$ cat src/rtl/bus_port_ctrl.sv
// One node of a shared OR-resolved bus: follows transactions announced by the
// control node's header and drives its own beats once it is the named source.
module bus_port_ctrl #(
    parameter int unsigned     DATA_W   = 8,
    parameter int unsigned     ID_W     = 2,
    parameter logic [ID_W-1:0] CTRL_ID  = '1,
    parameter int unsigned     OWN_WAIT = 3,
    parameter int unsigned     TIMEOUT  = 16
) (
    input  logic              clk,
    input  logic              rst,
    input  logic [ID_W-1:0]   my_id,
    input  logic              send_valid,
    input  logic [DATA_W-1:0] send_data,
    input  logic              send_last,
    output logic              send_ready,
    output logic              recv_valid,
    output logic [DATA_W-1:0] recv_data,
    output logic              recv_last,
    output logic              recv_hdr,
    input  logic [DATA_W-1:0] bus_data_in,
    input  logic              bus_valid_in,
    input  logic              bus_last_in,
    output logic [DATA_W-1:0] bus_data_out,
    output logic              bus_valid_out,
    output logic              bus_last_out,
    output logic              bus_drive,
    output logic              timeout_err
);

    if (DATA_W < 3 * ID_W) begin : g_bad_width
        $error("bus_port_ctrl: DATA_W must be at least 3*ID_W");
    end

    localparam int unsigned WCW = (OWN_WAIT > 1) ? $clog2(OWN_WAIT) : 1;
    localparam int unsigned TCW = (TIMEOUT > 0) ? $clog2(TIMEOUT + 1) : 1;
    localparam logic [WCW-1:0] WAIT_LAST = WCW'((OWN_WAIT > 0) ? OWN_WAIT - 1 : 0);
    localparam logic [TCW-1:0] TO_LIMIT  = TCW'(TIMEOUT);

    typedef enum logic [1:0] {IDLE, TRACK, WAIT, OWN} state_e;

    state_e            state_q, state_d;
    logic [ID_W-1:0]   src_q, src_d, dest_q, dest_d;
    logic              ids_vld_q, ids_vld_d;
    logic [WCW-1:0]    wcnt_q, wcnt_d;
    logic [TCW-1:0]    tcnt_q, tcnt_d, tcnt_inc;
    logic              timeout_err_q, timeout_err_d;
    logic              recv_valid_q, recv_valid_d;
    logic [DATA_W-1:0] recv_data_q, recv_data_d;
    logic              recv_last_q, recv_last_d;
    logic              recv_hdr_q, recv_hdr_d;

    logic is_ctrl, is_src, is_dest, last_beat, to_hit, deliver;

    // src/dest share one valid flag: every ID_W pattern is a legal ID, so
    // "invalid" cannot be encoded in the ID fields themselves.
    assign is_ctrl   = (my_id == CTRL_ID);
    assign is_src    = ids_vld_q && (my_id == src_q);
    assign is_dest   = ids_vld_q && (my_id == dest_q);
    assign last_beat = bus_valid_in && bus_last_in;
    assign tcnt_inc  = tcnt_q + 1'b1;
    assign to_hit    = (TIMEOUT != 0) && !bus_valid_in && (tcnt_inc == TO_LIMIT);

    always_ff @(posedge clk) begin
        if (rst) begin
            state_q       <= IDLE;
            src_q         <= '0;
            dest_q        <= '0;
            ids_vld_q     <= 1'b0;
            wcnt_q        <= '0;
            tcnt_q        <= '0;
            timeout_err_q <= 1'b0;
            recv_valid_q  <= 1'b0;
            recv_data_q   <= '0;
            recv_last_q   <= 1'b0;
            recv_hdr_q    <= 1'b0;
        end else begin
            state_q       <= state_d;
            src_q         <= src_d;
            dest_q        <= dest_d;
            ids_vld_q     <= ids_vld_d;
            wcnt_q        <= wcnt_d;
            tcnt_q        <= tcnt_d;
            timeout_err_q <= timeout_err_d;
            recv_valid_q  <= recv_valid_d;
            recv_data_q   <= recv_data_d;
            recv_last_q   <= recv_last_d;
            recv_hdr_q    <= recv_hdr_d;
        end
    end

    always_comb begin
        state_d       = state_q;
        src_d         = src_q;
        dest_d        = dest_q;
        ids_vld_d     = ids_vld_q;
        wcnt_d        = wcnt_q;
        tcnt_d        = '0;
        timeout_err_d = 1'b0;
        case (state_q)
            IDLE: begin
                if (bus_valid_in) begin
                    src_d  = bus_data_in[2*ID_W-1:ID_W];
                    dest_d = bus_data_in[3*ID_W-1:2*ID_W];
                    if (!bus_last_in) begin
                        ids_vld_d = 1'b1;
                        state_d   = TRACK;
                    end else begin
                        ids_vld_d = 1'b0;
                    end
                end
            end
            default: begin
                if (!bus_valid_in && TIMEOUT != 0) tcnt_d = tcnt_inc;
                if (state_q == TRACK && is_src && send_valid) begin
                    wcnt_d  = '0;
                    state_d = (OWN_WAIT == 0) ? OWN : WAIT;
                end else if (state_q == WAIT) begin
                    if (wcnt_q == WAIT_LAST) state_d = OWN;
                    else                     wcnt_d  = wcnt_q + 1'b1;
                end
                // A closing beat takes priority over a coincident timeout.
                if (last_beat) begin
                    state_d   = IDLE;
                    ids_vld_d = 1'b0;
                    tcnt_d    = '0;
                end else if (to_hit) begin
                    state_d       = IDLE;
                    ids_vld_d     = 1'b0;
                    tcnt_d        = '0;
                    timeout_err_d = 1'b1;
                end
            end
        endcase

        deliver      = bus_valid_in && !bus_drive &&
                       (state_q == IDLE || is_src || is_dest || is_ctrl);
        recv_valid_d = deliver;
        recv_data_d  = deliver ? bus_data_in : '0;
        recv_last_d  = deliver && bus_last_in;
        recv_hdr_d   = deliver && (state_q == IDLE);
    end

    always_comb begin
        bus_drive     = 1'b0;
        send_ready    = 1'b0;
        bus_valid_out = 1'b0;
        bus_data_out  = '0;
        bus_last_out  = 1'b0;
        case (state_q)
            IDLE:    bus_drive = send_valid && is_ctrl;
            OWN:     bus_drive = 1'b1;
            default: bus_drive = 1'b0;
        endcase
        if (bus_drive) begin
            send_ready    = 1'b1;
            bus_valid_out = send_valid;
            bus_data_out  = send_data;
            bus_last_out  = send_valid && send_last;
        end
    end

    assign recv_valid  = recv_valid_q;
    assign recv_data   = recv_data_q;
    assign recv_last   = recv_last_q;
    assign recv_hdr    = recv_hdr_q;
    assign timeout_err = timeout_err_q;

endmodule

$ cat config.mk
export PLATFORM = sky130hd
export DESIGN_NAME = bus_port_ctrl
export DESIGN_NICKNAME = d
export VERILOG_FILES = /design/src/rtl/bus_port_ctrl.sv
export SDC_FILE = /design/constraint.sdc
export NUM_CORES = 1
export LEC_CHECK = 0
export ABC_AREA = 0
export CAP_MARGIN = 5
export CORE_AREA = 3 3 59 61
export DETAILED_ROUTE_END_ITERATION = 8
export DIE_AREA = 0 0 62 64
export GPL_TIMING_DRIVEN = 0
export HOLD_SLACK_MARGIN = 0.02
export PLACE_DENSITY = 0.76
export SLEW_MARGIN = 20
export SYNTH_ARGS = -nofsm -noshare
export SYNTH_HDL_FRONTEND = slang
export SYNTH_SLANG_ARGS = --single-unit
$ cat constraint.sdc
create_clock -name clk -period 2.1 [get_ports clk]
set_input_delay 0.21 -clock clk [delete_from_list [all_inputs] [get_ports clk]]
set_output_delay 0.21 -clock clk [all_outputs]
set_load 0.03 [all_outputs]
Yosys cells after proc, flatten, opt, wreduce, memory -nomap -nowiden
Cells that the tools add are included.
- bits in registers: 26
- output and inout bits: 24
- add/subtract/negate cells: 2
- equality and inequality tests: 11
- muxes and demuxes: 22
- bitwise logic cells: 2
- reductions and logical operators: 29
- operators by type and width (cell ; number):
    $mux 2 ; 11
    $logic_and 1x1->1 ; 12
    $reduce_bool 5->1 ; 2
    $mux 1 ; 9
    $eq 2x2->1 const B ; 4
    $mux 8 ; 1
    $ne 2x2->1 const B ; 3
    $add 5x1->5 const B ; 1
    $eq 5x5->1 const B ; 1
    $reduce_or 5->1 ; 1
    $eq 2x2->1 ; 2
    $reduce_and 2->1 ; 2
    $reduce_and 4->1 ; 1
    $logic_or 1x1->1 ; 3
    $reduce_and 3->1 ; 1
    $reduce_bool 3->1 ; 1
    $reduce_or 3->1 ; 1
    $add 2x1->2 const B ; 1
    $eq 2x1->1 const B ; 1
    $logic_not 1->1 ; 2
    $logic_not 2->1 ; 1
    $not 1->1 ; 2
    $pmux 1 s2 ; 1
    $reduce_bool 2->1 ; 1
    $reduce_or 2->1 ; 1

Longest topological paths before layout
- word-level depth: 8
- depth in mapped cells: 8
- mapped depth without buffers: 6

Worst setup path after synthesis
OpenSTA, ideal clock, no wires.
- path type: register -> output
- from: reg state_q[0]
- to: out bus_data_out[0]
- data arrival time: 1.681 ns
- required time: 1.890 ns
- setup slack: 0.209 ns
- stages on the path, launching flop included: 6
- path buffers: 1
- cells stage by stage: dfxtp_1 > inv_1 > ha_1 > nor2_1 > clkbuf_1 > and2_1
- longest elaborated chain between the ends: 3
- ends and longest elaborated chain (item ; line ; text):
    start, declared ; 42 ; state_e state_q, state_d;
    start signal, assigned ; 78 ; state_q <= state_d;
    $eq 2x2->1 or $logic_not 2->1 (tied branches) ; 150 ; case (state_q)
    $pmux 1 s2 (*) ; 150 ;
    net bus_drive ; 27 ; output logic bus_drive,
    $mux 8 (*) ; 155 ; if (bus_drive) begin
    end, declared ; 24 ; output logic [DATA_W-1:0] bus_data_out,
The timed path passes the listed nets; every way through them passes the cells marked *.

Final worst setup path
- from: reg state_q[1]
- to: out bus_data_out[6]
- longest elaborated chain between the ends: 3
- ends and longest elaborated chain (item ; line):
    $eq 2x2->1 or $logic_not 2->1 (tied branches) ; 150
    $pmux 1 s2 (*) ; 150
    $mux 8 (*) ; 155
Mark *: on every way between the ends. The rest lies on a longest branch, timed or not.

==> qor.txt <==
Status: complete, no violations
H-Tree Depth: 1
Initial antenna violation count: 0
CP max FO: 11
Final period util: 0.944
Worst Reg-to-Reg Cells: 6
Area Overhead vs Synth: 44.1%
Initial core utilization: 0.421
Largest family of logic cells by synthesized area: simple AND/OR/NAND/NOR gates
Max-cap violations: 0
Simple logic cell fraction of the synthesized area: 0.279
CTS tree: done
CTS Root Buffer Type: clkbuf_4
All-Layer GR Usage: 0.164
FFs w/ async S/R, synth: 0
IO Port Bufs: 47
Relative slew slack: 0.550
# hold bufs at CTS: 0
Main synth FF type: dfxtp_1
Adder and majority gate portion of the synthesized area: 0.0688
Post-Place Setup Slack: -0.501 ns
Final #Nets: 233
I/O pin cnt: 48
Synth Area in XOR/XNOR: 0.0344
Share of cells above drive strength 1: 0.164
Startpoint type of the worst setup path: register
CP endpoint kind: output pin
Detailed-placement wirelength estimate: 2520 um
Area of the die: 0.00397 mm^2
Hold_ws: 0.417 ns
Final Max Tran Viols: 0
Number of synthesized flops with an enable pin: 0
HP Start: bus_data_in[0]
Starting DRT DRC Count: 56
Final Hold Viols: 0
Pleak: 0.760 nW
DRC: 0
Post-layout util: 0.606
Worst hold endpoint: recv_data[0]
Row Count: 20
Wire length per cell: 13.0 um
Compound-Gate Fraction of Synth Area: 0.156
Routed vias: 1269
Synth Warn #: 0
Reg2reg start: state_q[1]
CP Data Arrival Time: 1.77 ns
Power Density: 974 mW/mm^2
Mux cell area share after synthesis: 0.00786
Total Power: 0.00179 W
ANT cells: 0
Num CTS Buffers: 3
Most frequent cells in the layout: clkdlybuf4s50_1 (35), dfxtp_1 (24), a21oi_1 (17), nand2_1 (12)
Worst-case clock buffer depth: 2
Synth Register Bits: 26
Hold WC Path Type: input port to register
Final worst slack: 0.117 ns
Gr ovfl total: 0
Die W: 62 um
Post-synthesis sequential area ratio: 0.409
Clock slew at reported path FFs: 0.14 ns
Die H: 64 um
Post-route insts no fill: 245
R2r endpoint: wcnt_q[1]
Placed Cells: 238
Cells after Synth: 147
Via density: 5.18
Worst setup path class: register to output pin
Hold Crit Depth: 3
R2r setup slk: 0.32 ns
Largest net degree at the start of global routing: 16
Final Skew: 0.00215 ns
Syn avg cell area: 8.66 um^2
Global placement routability congestion: 0.731
Post-Synthesis Net Count: 178
Core region area: 0.00303 mm^2
CP required: 1.89 ns
Post-route ant nets: 0
Worst-Margin Slew: 0.668 ns
First-pass DRT Iterations: 4
Peak VDD IR: 0.000469 V
Commonest non-fill, non-tap cell in the layout: clkdlybuf4s50_1
Worst-Skew Late Latency: 0.32 ns
CTS Sinks: 26
Tmin final: 1.98 ns
Final wirelength: 3180 um
Vias in the first global route: 1164
Setup-failing EPs final: 0
Unrepaired setup endpoints after global routing: false
First-pass GRT wire length: 5060 um
Netlist Area Pre-Place: 0.00127 mm^2
Post-synth cell types: 39
Max frequency: 0.504 GHz
[Yosys cell counts, drive strengths merged (2+ instances only)]
master	instances	area (um^2)
nor4	2	12.5
nor2b	3	18.8
nand3b	2	15.0
nand2	12	45.0
nor3	7	35.0
o21a	2	15.0
o21bai	2	15.0
nor3b	2	15.0
xnor2	2	17.5
nor2	8	30.0
dfxtp	26	521
inv	5	18.8
and3	3	20.0
and2	9	56.3
clkbuf	4	15.0
buf	3	23.8
ha	7	87.6
xor2	3	26.3
nand3	11	55.1
a21oi	18	93.8
and4b	2	20.0
[state kept, by name (all words and copies together) (netlist names)]
signal / flops
state_q: 2
recv_last: 1
timeout_err: 1
recv_valid: 1
ids_vld_q: 1
src_q: 2
dest_q: 2
wcnt_q: 2
recv_data: 8
recv_hdr: 1
tcnt_q: 5
[worst max-delay path by stage]
stage / slack [ns] / to / from
3_5_place_dp: -0.50 / bus_data_out[6] / my_id[0]
2_1_floorplan: 0.21 / bus_data_out[0] / state_q[0]
6_report: 0.12 / bus_data_out[6] / state_q[1]
5_1_grt: 0.02 / bus_data_out[3] / state_q[1]
3_3_place_gp: -0.45 / bus_data_out[6] / my_id[0]
4_1_cts: -0.04 / bus_data_out[6] / state_q[0]
[worst max-delay path, stage by stage (launching register included)]
cell and delay (ns):
dfxtp_2 0.36, inv_1 0.09, ha_2 0.21, a41oi_2 0.14, nor2_2 0.16, buf_4 0.17
and2_1 0.12, buf_2 0.19
[power breakdown]
part	switching, W	internal, W	leakage [nW]
clock network	0.000152	0.000193	0.0279
registers	0.0000485	0.000576	0.213
logic	0.000478	0.000341	0.519
[through the flow]
step                setup TNS [ns]  area, um^2
global placement             -4.63        1800
detailed placement           -5.15        1800
global route                     0        1840
CTS                        -0.0559        1830
finish                           0        1840
floorplan                        0        1270
[cells by family after synthesis]
| group | count (synthesis) |
|---|---|
| AOI/OAI and AO/OA | 31 |
| xor gates and xnor gates | 5 |
| adders and majority gates | 7 |
| buffers and inverters | 12 |
| DFF | 26 |
| muxes | 1 |
| and+or+nand+nor | 65 |
[what timing repair did]
action                                  in CTS  in global routing
gates resized for setup                     58                  9
pin swaps                                    1                  1
endpoints found under the setup margin      12                 11
buffers inserted                             1                  2
[area by class of cell]
class	count	area, um^2
clock inverter	1	30.0
clock buffer	3	22.5
timing repair buffer	50	435
inverter	5	18.8
multi-input combinational	109	708
tap	44	55.1
buffer	7	42.5
sequential	26	523
fill	284	1190
[metal layers]
| layer | part of all wire | global-route usage | up-vias |
|---|---|---|---|
| met1 | 0.39 | 0.187 | 602 |
| met4 | 0.0079 | 0.0398 | 0 |
| li1 | - | - | 626 |
| met5 | 0 | 0 | - |
| met3 | 0.075 | 0.0263 | 4 |
| met2 | 0.53 | 0.302 | 37 |
Power figures use the tool's default switching activity.
